`src/rtl/imm_encoder_pkg.sv`:
```
// Shared encodings for the RV32I immediate encoder: instruction formats,
// opcode constants, FSM states and a signed-range helper.
package imm_enc_pkg;

  typedef enum logic [2:0] {
    FMT_R     = 3'd0,
    FMT_I     = 3'd1,
    FMT_SHIFT = 3'd2,
    FMT_S     = 3'd3,
    FMT_B     = 3'd4,
    FMT_U     = 3'd5,
    FMT_J     = 3'd6,
    FMT_RSVD  = 3'd7
  } fmt_e;

  localparam logic [6:0] OP_IMM    = 7'b0010011;
  localparam logic [6:0] OP_LOAD   = 7'b0000011;
  localparam logic [6:0] OP_STORE  = 7'b0100011;
  localparam logic [6:0] OP_BRANCH = 7'b1100011;
  localparam logic [6:0] OP_LUI    = 7'b0110111;
  localparam logic [6:0] OP_AUIPC  = 7'b0010111;
  localparam logic [6:0] OP_JAL    = 7'b1101111;
  localparam logic [6:0] OP_JALR   = 7'b1100111;

  typedef enum logic {
    ST_RUN  = 1'b0,
    ST_HALT = 1'b1
  } state_e;

  // True when v[31:bits-1] are all equal, i.e. v fits a bits-wide signed field.
  function automatic logic fits_signed(input logic [31:0] v, input int unsigned bits);
    logic [31:0] s;
    s = $signed(v) >>> (bits - 1);
    return (s == '0) || (s == '1);
  endfunction

endpackage

```
`src/rtl/imm_encoder_if.sv`:
```
// Request/response stream bundle between an instruction producer and the encoder.
interface imm_encoder_if;
  logic        in_valid;
  logic        in_ready;
  logic [2:0]  fmt;
  logic [6:0]  opcode;
  logic [2:0]  funct3;
  logic [6:0]  funct7;
  logic [4:0]  rd;
  logic [4:0]  rs1;
  logic [4:0]  rs2;
  logic [31:0] imm;
  logic        out_valid;
  logic        out_ready;
  logic [31:0] out_inst;
  logic [31:0] out_addr;
  logic        out_err;

  modport master (
    output in_valid, fmt, opcode, funct3, funct7, rd, rs1, rs2, imm, out_ready,
    input  in_ready, out_valid, out_inst, out_addr, out_err
  );

  modport slave (
    input  in_valid, fmt, opcode, funct3, funct7, rd, rs1, rs2, imm, out_ready,
    output in_ready, out_valid, out_inst, out_addr, out_err
  );
endinterface

```
`src/rtl/imm_encoder_pack_chk.sv`:
```
// Combinational RV32I word packer with immediate range check.
// Fields not used by a format are left at zero; fmt=7 yields a zero word flagged as error.
module imm_pack_chk
  import imm_enc_pkg::*;
(
  input  logic [2:0]  fmt,
  input  logic [6:0]  opcode,
  input  logic [2:0]  funct3,
  input  logic [6:0]  funct7,
  input  logic [4:0]  rd,
  input  logic [4:0]  rs1,
  input  logic [4:0]  rs2,
  input  logic [31:0] imm,
  output logic [31:0] inst,
  output logic        err
);

  always_comb begin
    inst = '0;
    err  = 1'b0;
    case (fmt_e'(fmt))
      FMT_R: begin
        inst = {funct7, rs2, rs1, funct3, rd, opcode};
      end
      FMT_I: begin
        inst = {imm[11:0], rs1, funct3, rd, opcode};
        err  = !fits_signed(imm, 12);
      end
      FMT_SHIFT: begin
        inst = {funct7, imm[4:0], rs1, funct3, rd, opcode};
        err  = |imm[31:5];
      end
      FMT_S: begin
        inst = {imm[11:5], rs2, rs1, funct3, imm[4:0], opcode};
        err  = !fits_signed(imm, 12);
      end
      FMT_B: begin
        inst = {imm[12], imm[10:5], rs2, rs1, funct3, imm[4:1], imm[11], opcode};
        err  = imm[0] || !fits_signed(imm, 13);
      end
      FMT_U: begin
        inst = {imm[31:12], rd, opcode};
        err  = |imm[11:0];
      end
      FMT_J: begin
        inst = {imm[20], imm[10:1], imm[11], imm[19:12], rd, opcode};
        err  = imm[0] || !fits_signed(imm, 21);
      end
      default: begin
        inst = '0;
        err  = 1'b1;
      end
    endcase
  end

endmodule

```
`src/rtl/imm_encoder.sv`:
```
// Streaming RV32I instruction encoder: one output register, running address,
// range checking and halt-on-error. Optional counters under IMM_ENCODER_STATS_EN.
module imm_encoder
  import imm_enc_pkg::*;
#(
  parameter logic [31:0] BASE_ADDR   = 32'h0000_0000,
  parameter logic [31:0] ADDR_STEP   = 32'd4,
  parameter bit          HALT_ON_ERR = 1'b1
) (
  input  logic         clk,
  input  logic         rst,
  imm_encoder_if.slave bus,
  input  logic         clr_halt,
  output logic         halted
`ifdef IMM_ENCODER_STATS_EN
  ,
  output logic [15:0]  err_cnt,
  output logic [31:0]  inst_cnt
`endif
);

  state_e      state_q;
  logic        out_valid_q, out_valid_d;
  logic [31:0] out_inst_q,  out_inst_d;
  logic [31:0] out_addr_q,  out_addr_d;
  logic        out_err_q,   out_err_d;
  logic [31:0] next_addr_q, next_addr_d;
  logic [31:0] pack_inst;
  logic        pack_err;
  logic        in_ready;
  logic        accept;

  imm_pack_chk u_pack (
    .fmt    (bus.fmt),
    .opcode (bus.opcode),
    .funct3 (bus.funct3),
    .funct7 (bus.funct7),
    .rd     (bus.rd),
    .rs1    (bus.rs1),
    .rs2    (bus.rs2),
    .imm    (bus.imm),
    .inst   (pack_inst),
    .err    (pack_err)
  );

  // The output slot frees up in the same cycle it drains, allowing one word per cycle.
  assign in_ready = (state_q == ST_RUN) && (!out_valid_q || bus.out_ready);
  assign accept   = bus.in_valid && in_ready;

  always_comb begin
    out_valid_d = out_valid_q;
    out_inst_d  = out_inst_q;
    out_addr_d  = out_addr_q;
    out_err_d   = out_err_q;
    next_addr_d = next_addr_q;
    if (accept) begin
      out_valid_d = 1'b1;
      out_inst_d  = pack_inst;
      out_addr_d  = next_addr_q;
      out_err_d   = pack_err;
      next_addr_d = next_addr_q + ADDR_STEP;
    end else if (bus.out_ready) begin
      out_valid_d = 1'b0;
    end
  end

  always_ff @(posedge clk or posedge rst) begin
    if (rst) begin
      out_valid_q <= 1'b0;
      out_inst_q  <= '0;
      out_addr_q  <= BASE_ADDR;
      out_err_q   <= 1'b0;
      next_addr_q <= BASE_ADDR;
    end else begin
      out_valid_q <= out_valid_d;
      out_inst_q  <= out_inst_d;
      out_addr_q  <= out_addr_d;
      out_err_q   <= out_err_d;
      next_addr_q <= next_addr_d;
    end
  end

  // Halt is entered on the same edge that loads the erroneous word.
  always_ff @(posedge clk or posedge rst) begin
    if (rst) begin
      state_q <= ST_RUN;
    end else begin
      case (state_q)
        ST_RUN:  if (accept && pack_err && HALT_ON_ERR) state_q <= ST_HALT;
        ST_HALT: if (clr_halt) state_q <= ST_RUN;
        default: state_q <= ST_RUN;
      endcase
    end
  end

  assign bus.in_ready  = in_ready;
  assign bus.out_valid = out_valid_q;
  assign bus.out_inst  = out_inst_q;
  assign bus.out_addr  = out_addr_q;
  assign bus.out_err   = out_err_q;
  assign halted        = (state_q == ST_HALT);

`ifdef IMM_ENCODER_STATS_EN
  logic [15:0] err_cnt_q,  err_cnt_d;
  logic [31:0] inst_cnt_q, inst_cnt_d;

  always_comb begin
    err_cnt_d  = err_cnt_q;
    inst_cnt_d = inst_cnt_q;
    if (accept && (inst_cnt_q != '1)) inst_cnt_d = inst_cnt_q + 32'd1;
    if (accept && pack_err && (err_cnt_q != '1)) err_cnt_d = err_cnt_q + 16'd1;
  end

  always_ff @(posedge clk or posedge rst) begin
    if (rst) begin
      err_cnt_q  <= '0;
      inst_cnt_q <= '0;
    end else begin
      err_cnt_q  <= err_cnt_d;
      inst_cnt_q <= inst_cnt_d;
    end
  end

  assign err_cnt  = err_cnt_q;
  assign inst_cnt = inst_cnt_q;
`endif

endmodule

```
`src/flat_wrapper.sv`:
```
// flat-port wrapper written by rule: the top's interface ports become plain ports
module imm_encoder_flat import imm_enc_pkg::*;
#(
  parameter logic [31:0] BASE_ADDR   = 32'h0000_0000,
  parameter logic [31:0] ADDR_STEP   = 32'd4,
  parameter bit          HALT_ON_ERR = 1'b1
)
  (clk, rst, clr_halt, halted, bus_in_valid, bus_fmt, bus_opcode, bus_funct3, bus_funct7, bus_rd, bus_rs1, bus_rs2, bus_imm, bus_out_ready, bus_in_ready, bus_out_valid, bus_out_inst, bus_out_addr, bus_out_err);
  imm_encoder_if bus_i ();
  input  logic clk;
  input  logic rst;
  input  logic clr_halt;
  output logic halted;
  input wire logic [$bits(bus_i.in_valid)-1:0] bus_in_valid;
  input wire logic [$bits(bus_i.fmt)-1:0] bus_fmt;
  input wire logic [$bits(bus_i.opcode)-1:0] bus_opcode;
  input wire logic [$bits(bus_i.funct3)-1:0] bus_funct3;
  input wire logic [$bits(bus_i.funct7)-1:0] bus_funct7;
  input wire logic [$bits(bus_i.rd)-1:0] bus_rd;
  input wire logic [$bits(bus_i.rs1)-1:0] bus_rs1;
  input wire logic [$bits(bus_i.rs2)-1:0] bus_rs2;
  input wire logic [$bits(bus_i.imm)-1:0] bus_imm;
  input wire logic [$bits(bus_i.out_ready)-1:0] bus_out_ready;
  output wire logic [$bits(bus_i.in_ready)-1:0] bus_in_ready;
  output wire logic [$bits(bus_i.out_valid)-1:0] bus_out_valid;
  output wire logic [$bits(bus_i.out_inst)-1:0] bus_out_inst;
  output wire logic [$bits(bus_i.out_addr)-1:0] bus_out_addr;
  output wire logic [$bits(bus_i.out_err)-1:0] bus_out_err;
  assign bus_i.in_valid = bus_in_valid;
  assign bus_i.fmt = bus_fmt;
  assign bus_i.opcode = bus_opcode;
  assign bus_i.funct3 = bus_funct3;
  assign bus_i.funct7 = bus_funct7;
  assign bus_i.rd = bus_rd;
  assign bus_i.rs1 = bus_rs1;
  assign bus_i.rs2 = bus_rs2;
  assign bus_i.imm = bus_imm;
  assign bus_i.out_ready = bus_out_ready;
  assign bus_in_ready = bus_i.in_ready;
  assign bus_out_valid = bus_i.out_valid;
  assign bus_out_inst = bus_i.out_inst;
  assign bus_out_addr = bus_i.out_addr;
  assign bus_out_err = bus_i.out_err;
  imm_encoder #(.BASE_ADDR(BASE_ADDR), .ADDR_STEP(ADDR_STEP), .HALT_ON_ERR(HALT_ON_ERR)) u_core (.clk(clk), .rst(rst), .bus(bus_i), .clr_halt(clr_halt), .halted(halted));
endmodule
```
`config.mk`:
```
export PLATFORM = sky130hd
export DESIGN_NAME = imm_encoder_flat
export DESIGN_NICKNAME = d
export VERILOG_FILES = /design/src/rtl/imm_encoder_pkg.sv /design/src/rtl/imm_encoder_if.sv /design/src/rtl/imm_encoder_pack_chk.sv /design/src/rtl/imm_encoder.sv /design/src/flat_wrapper.sv
export SDC_FILE = /design/constraint.sdc
export NUM_CORES = 1
export LEC_CHECK = 0
export ABC_AREA = 0
export CAP_MARGIN = 20
export CORE_MARGIN = 1.5
export CORE_UTILIZATION = 50
export CTS_BUF_LIST = sky130_fd_sc_hd__clkbuf_8
export CTS_CLUSTER_DIAMETER = 150
export DETAILED_ROUTE_END_ITERATION = 10
export DONT_BUFFER_PORTS = 1
export PLACE_DENSITY = 0.65
export REMOVE_ABC_BUFFERS = 1
export SLEW_MARGIN = 20
export SYNTH_ARGS = -nofsm -noshare
export SYNTH_HDL_FRONTEND = slang
export SYNTH_SLANG_ARGS = --single-unit
```
`constraint.sdc`:
```
create_clock -name clk -period 8.8 [get_ports clk]
set_clock_uncertainty 0.2 [all_clocks]
set_input_delay 1.76 -clock clk [delete_from_list [all_inputs] [get_ports clk]]
set_output_delay 1.76 -clock clk [all_outputs]
set_load 0.05 [all_outputs]
```
==> flow_summary.json <==
{
  "status": "complete, no violations",
  "async_flop_share_pct": 100,
  "max_cap_viol_count": 0,
  "drive_above_1_share_pct": 6.24,
  "hold_violations": 0,
  "max_freq_mhz": 222,
  "cts_sinks": 95,
  "worst_r2r_path_depth": 5,
  "p_sw_share_pct": 41.9,
  "maxSlewViolCount": 0,
  "worstSetupPathType": "in2out",
  "critPathBufInv": 0,
  "cp_max_fo": 2,
  "r2r_slack_ns": 6.14,
  "grt_pass1_wl_um": 17600,
  "fin_ws_ns": 4.30,
  "final_cells": 589,
  "netlist_area_mm2": 0.00465,
  "via_per_inst": 5.93,
  "htree_levels": 3,
  "synthAdderAreaFrac_pct": 0.269,
  "cp_cell_sequence": "nor2b_1 > nor2_1",
  "post_cts_resized": 0,
  "antenna_found_initial": 0,
  "dieArea_mm2": 0.00988,
  "root_buffer": "clkbuf_8",
  "place_ws_ns": 4.29,
  "synth_mux_area_share_pct": 1.97,
  "finalSetupViolCount": 0,
  "drc": 0,
  "ys_top_cells_by_area": "dfrtp_1, nand2_1, xnor2_1",
  "syn_inst": 494,
  "dp_cells": 573,
  "drtIter0Drc": 125,
  "worstPathRequired_ns": 6.84,
  "power_w": 0.00137,
  "synth_top_area_share_pct": 51.1,
  "whs_ns": 0.277,
  "synth_area_per_cell_um2": 9.41,
  "critPathCapture": "bus_in_ready",
  "boundaryPins": 140,
  "synth_top_area_cell": "dfrtp_1",
  "hp-class": "reg2reg",
  "antennaDiodeCount": 0,
  "worst_slew_pin_slew_ns": 0.959,
  "synthToLayoutAreaGrowth_pct": 6.19,
  "synth_top_family_by_area": "simple AND/OR/NAND/NOR gates",
  "relSlewSlack_pct": 35.9,
  "vdd_drop_max_mv": 0.158,
  "gp_congestion": 0.825,
  "ys_top_cells_by_count": "nand2_1, dfrtp_1, xnor2_1",
  "synthFlopType": "dfrtp_1",
  "insertion_delay_ns": 0.36,
  "fp.dieH_um": 99.4,
  "cts_setup_buffers": 0,
  "clk_pin_slew_ns": 0.09,
  "die-width_um": 99.4,
  "r2r-start": "u_core.bus.out_valid",
  "netlist-cell-type-count": 49,
  "seq_power_share_pct": 60.4,
  "wire_per_inst_um": 17.6,
  "routed_wl_um": 10400,
  "grt_max_degree": 76,
  "crit_cells": 2,
  "intPower_w": 0.000794,
  "tns_ns": 0,
  "rsz0062_at_grt": "false",
  "cellPowerDensity_mw_per_mm2": 277,
  "grt.overflow.total": 0,
  "cts_buffers": 9,
  "startpoint": "bus_out_ready",
  "row_count": 34,
  "place_hpwl_um": 6990,
  "ys_seq_area_share_pct": 51.1,
  "grt_use_total_pct": 22.2,
  "initial_core_util_pct": 52.5,
  "cpPeakStageDelay_ns": 0.73,
  "layout_min_cycle_time_ns": 4.50,
  "cp-start-kind": "input pin",
  "cts_hold_buf": 0,
  "synth_compound_area_share_pct": 14.3,
  "synth_edf_count": 0,
  "cts_tree": "yes",
  "drt_pass1_iterations": 4,
  "yosys_register_bits": 95,
  "critPathTopFamily": "simple AND/OR/NAND/NOR gates",
  "ant_nets": 0,
  "total_leakage_power_nw": 2.30,
  "synth-simple-area-share_pct": 22.6,
  "p_comb_share_pct": 11.7,
  "n_fill_cell": 832,
  "numPortBuffers": 0,
  "synth_warnings": 0,
  "num_vias": 3494,
  "synth-xor-area-share_pct": 5.81,
  "max-clock-path-buffers": 2,
  "grt_pass1_vias": 3597,
  "worstSetupEndpointType": "primary output",
  "switching_power_w": 0.000573,
  "final_nets": 549,
  "r2r-end": "u_core.bus.out_inst[1]",
  "clock_power_share_pct": 27.8,
  "cpMaxStageDelayCell": "nor2_1",
  "worst_ep_arrival_time_ns": 2.54,
  "fp.coreArea_mm2": 0.00885,
  "synth.most_common_cell": "nand2_1",
  "fin_crit_sh_pct": 51.2
}
-- routing by layer --
metal / vias to the layer above / wire length, µm / GRT usage [%]
met4: 0 / 103 / 4.88
met2: 124 / 5100 / 37.4
met1: 1680 / 4380 / 28.1
li1: 1682 / - / -
met3: 8 / 783 / 7.24
met5: - / 0 / 0
-- layout by cell type, fill, tap and decap left out, types with 2 or more instances in the layout --
cell         n
clkbuf_8     9
a22o_1       9
buf_4        3
mux2i_1      8
a22oi_1     13
nor4_1       6
o221ai_1     2
nor3_1       2
and4_1       4
dfrtp_1     95
nor2_1      19
xor2_1       8
nand2_1    120
o21ai_1      2
and3_1       7
and2_1       5
nand4_1      9
nand2b_1     3
nor2b_1     13
a21oi_1     19
a2bb2oi_1    2
a31oi_1      6
o31ai_1      7
conb_1       2
and3b_1      2
inv_1        8
a221oi_1     6
or4_1        2
xnor2_1     21
nand3_1     15
bufinv_16    4
o21ai_0     19
o22ai_1      6
a211oi_1     6
-- power by group through the flow --
stage	combinational, W	sequential, W	clock (W)
2_1_floorplan	0.000130	0.000813	0
3_3_place_gp	0.000157	0.000834	0
3_5_place_dp	0.000164	0.000836	0
4_1_cts	0.000164	0.000828	0.000387
5_1_grt	0.000189	0.000836	0.000404
6_report	0.000160	0.000826	0.000380
-- flip-flops by register name, summed over array words and instances (netlist names) --
| name | flops |
|---|---|
| u_core.bus.out_addr | 30 |
| u_core.bus.out_inst | 32 |
| u_core.next_addr_q | 30 |
| u_core.bus.out_err | 1 |
| u_core.bus.out_valid | 1 |
| u_core.halted | 1 |
-- logic make-up after synthesis --
kind of cell,Yosys count
and+or+nand+nor,217
xor gates and xnor gates,30
DFF,95
buffers and inverters,41
other,1
adders and majority gates,1
AOI/OAI and AO/OA,100
muxes,9
-- per-stage QoR --
step / area [µm²] / utilization (%)
6_report: 4940 / 55.8
5_1_grt: 4940 / 55.8
4_1_cts: 4940 / 55.8
3_5_place_dp: 4670 / 52.8
3_3_place_gp: 4670 / 52.8
2_1_floorplan: 4500 / -
-- cell type report --
cell class	count	area (µm²)	area share [%]
clock buffer	9	124	2.51
clock inverter	7	144	2.92
inverter	8	32.5	0.659
multi-input combinational	359	2100	42.6
sequential	95	2380	48.2
tap	108	135	2.74
timing repair buffer	3	22.5	0.456
-- worst min path at each step --
stage               cells past startpoint  slack (ns)                endpoint              startpoint
floorplan                               1        0.24  u_core.next_addr_q[31]  u_core.next_addr_q[31]
global placement                        1        0.26  u_core.next_addr_q[31]  u_core.next_addr_q[31]
detailed placement                      1        0.26  u_core.next_addr_q[31]  u_core.next_addr_q[31]
CTS                                     1        0.28  u_core.next_addr_q[31]  u_core.next_addr_q[31]
global route                            1        0.29  u_core.next_addr_q[30]  u_core.next_addr_q[30]
finish                                  1        0.28  u_core.next_addr_q[31]  u_core.next_addr_q[31]
Note: power is estimated with default switching activity, not from simulation.
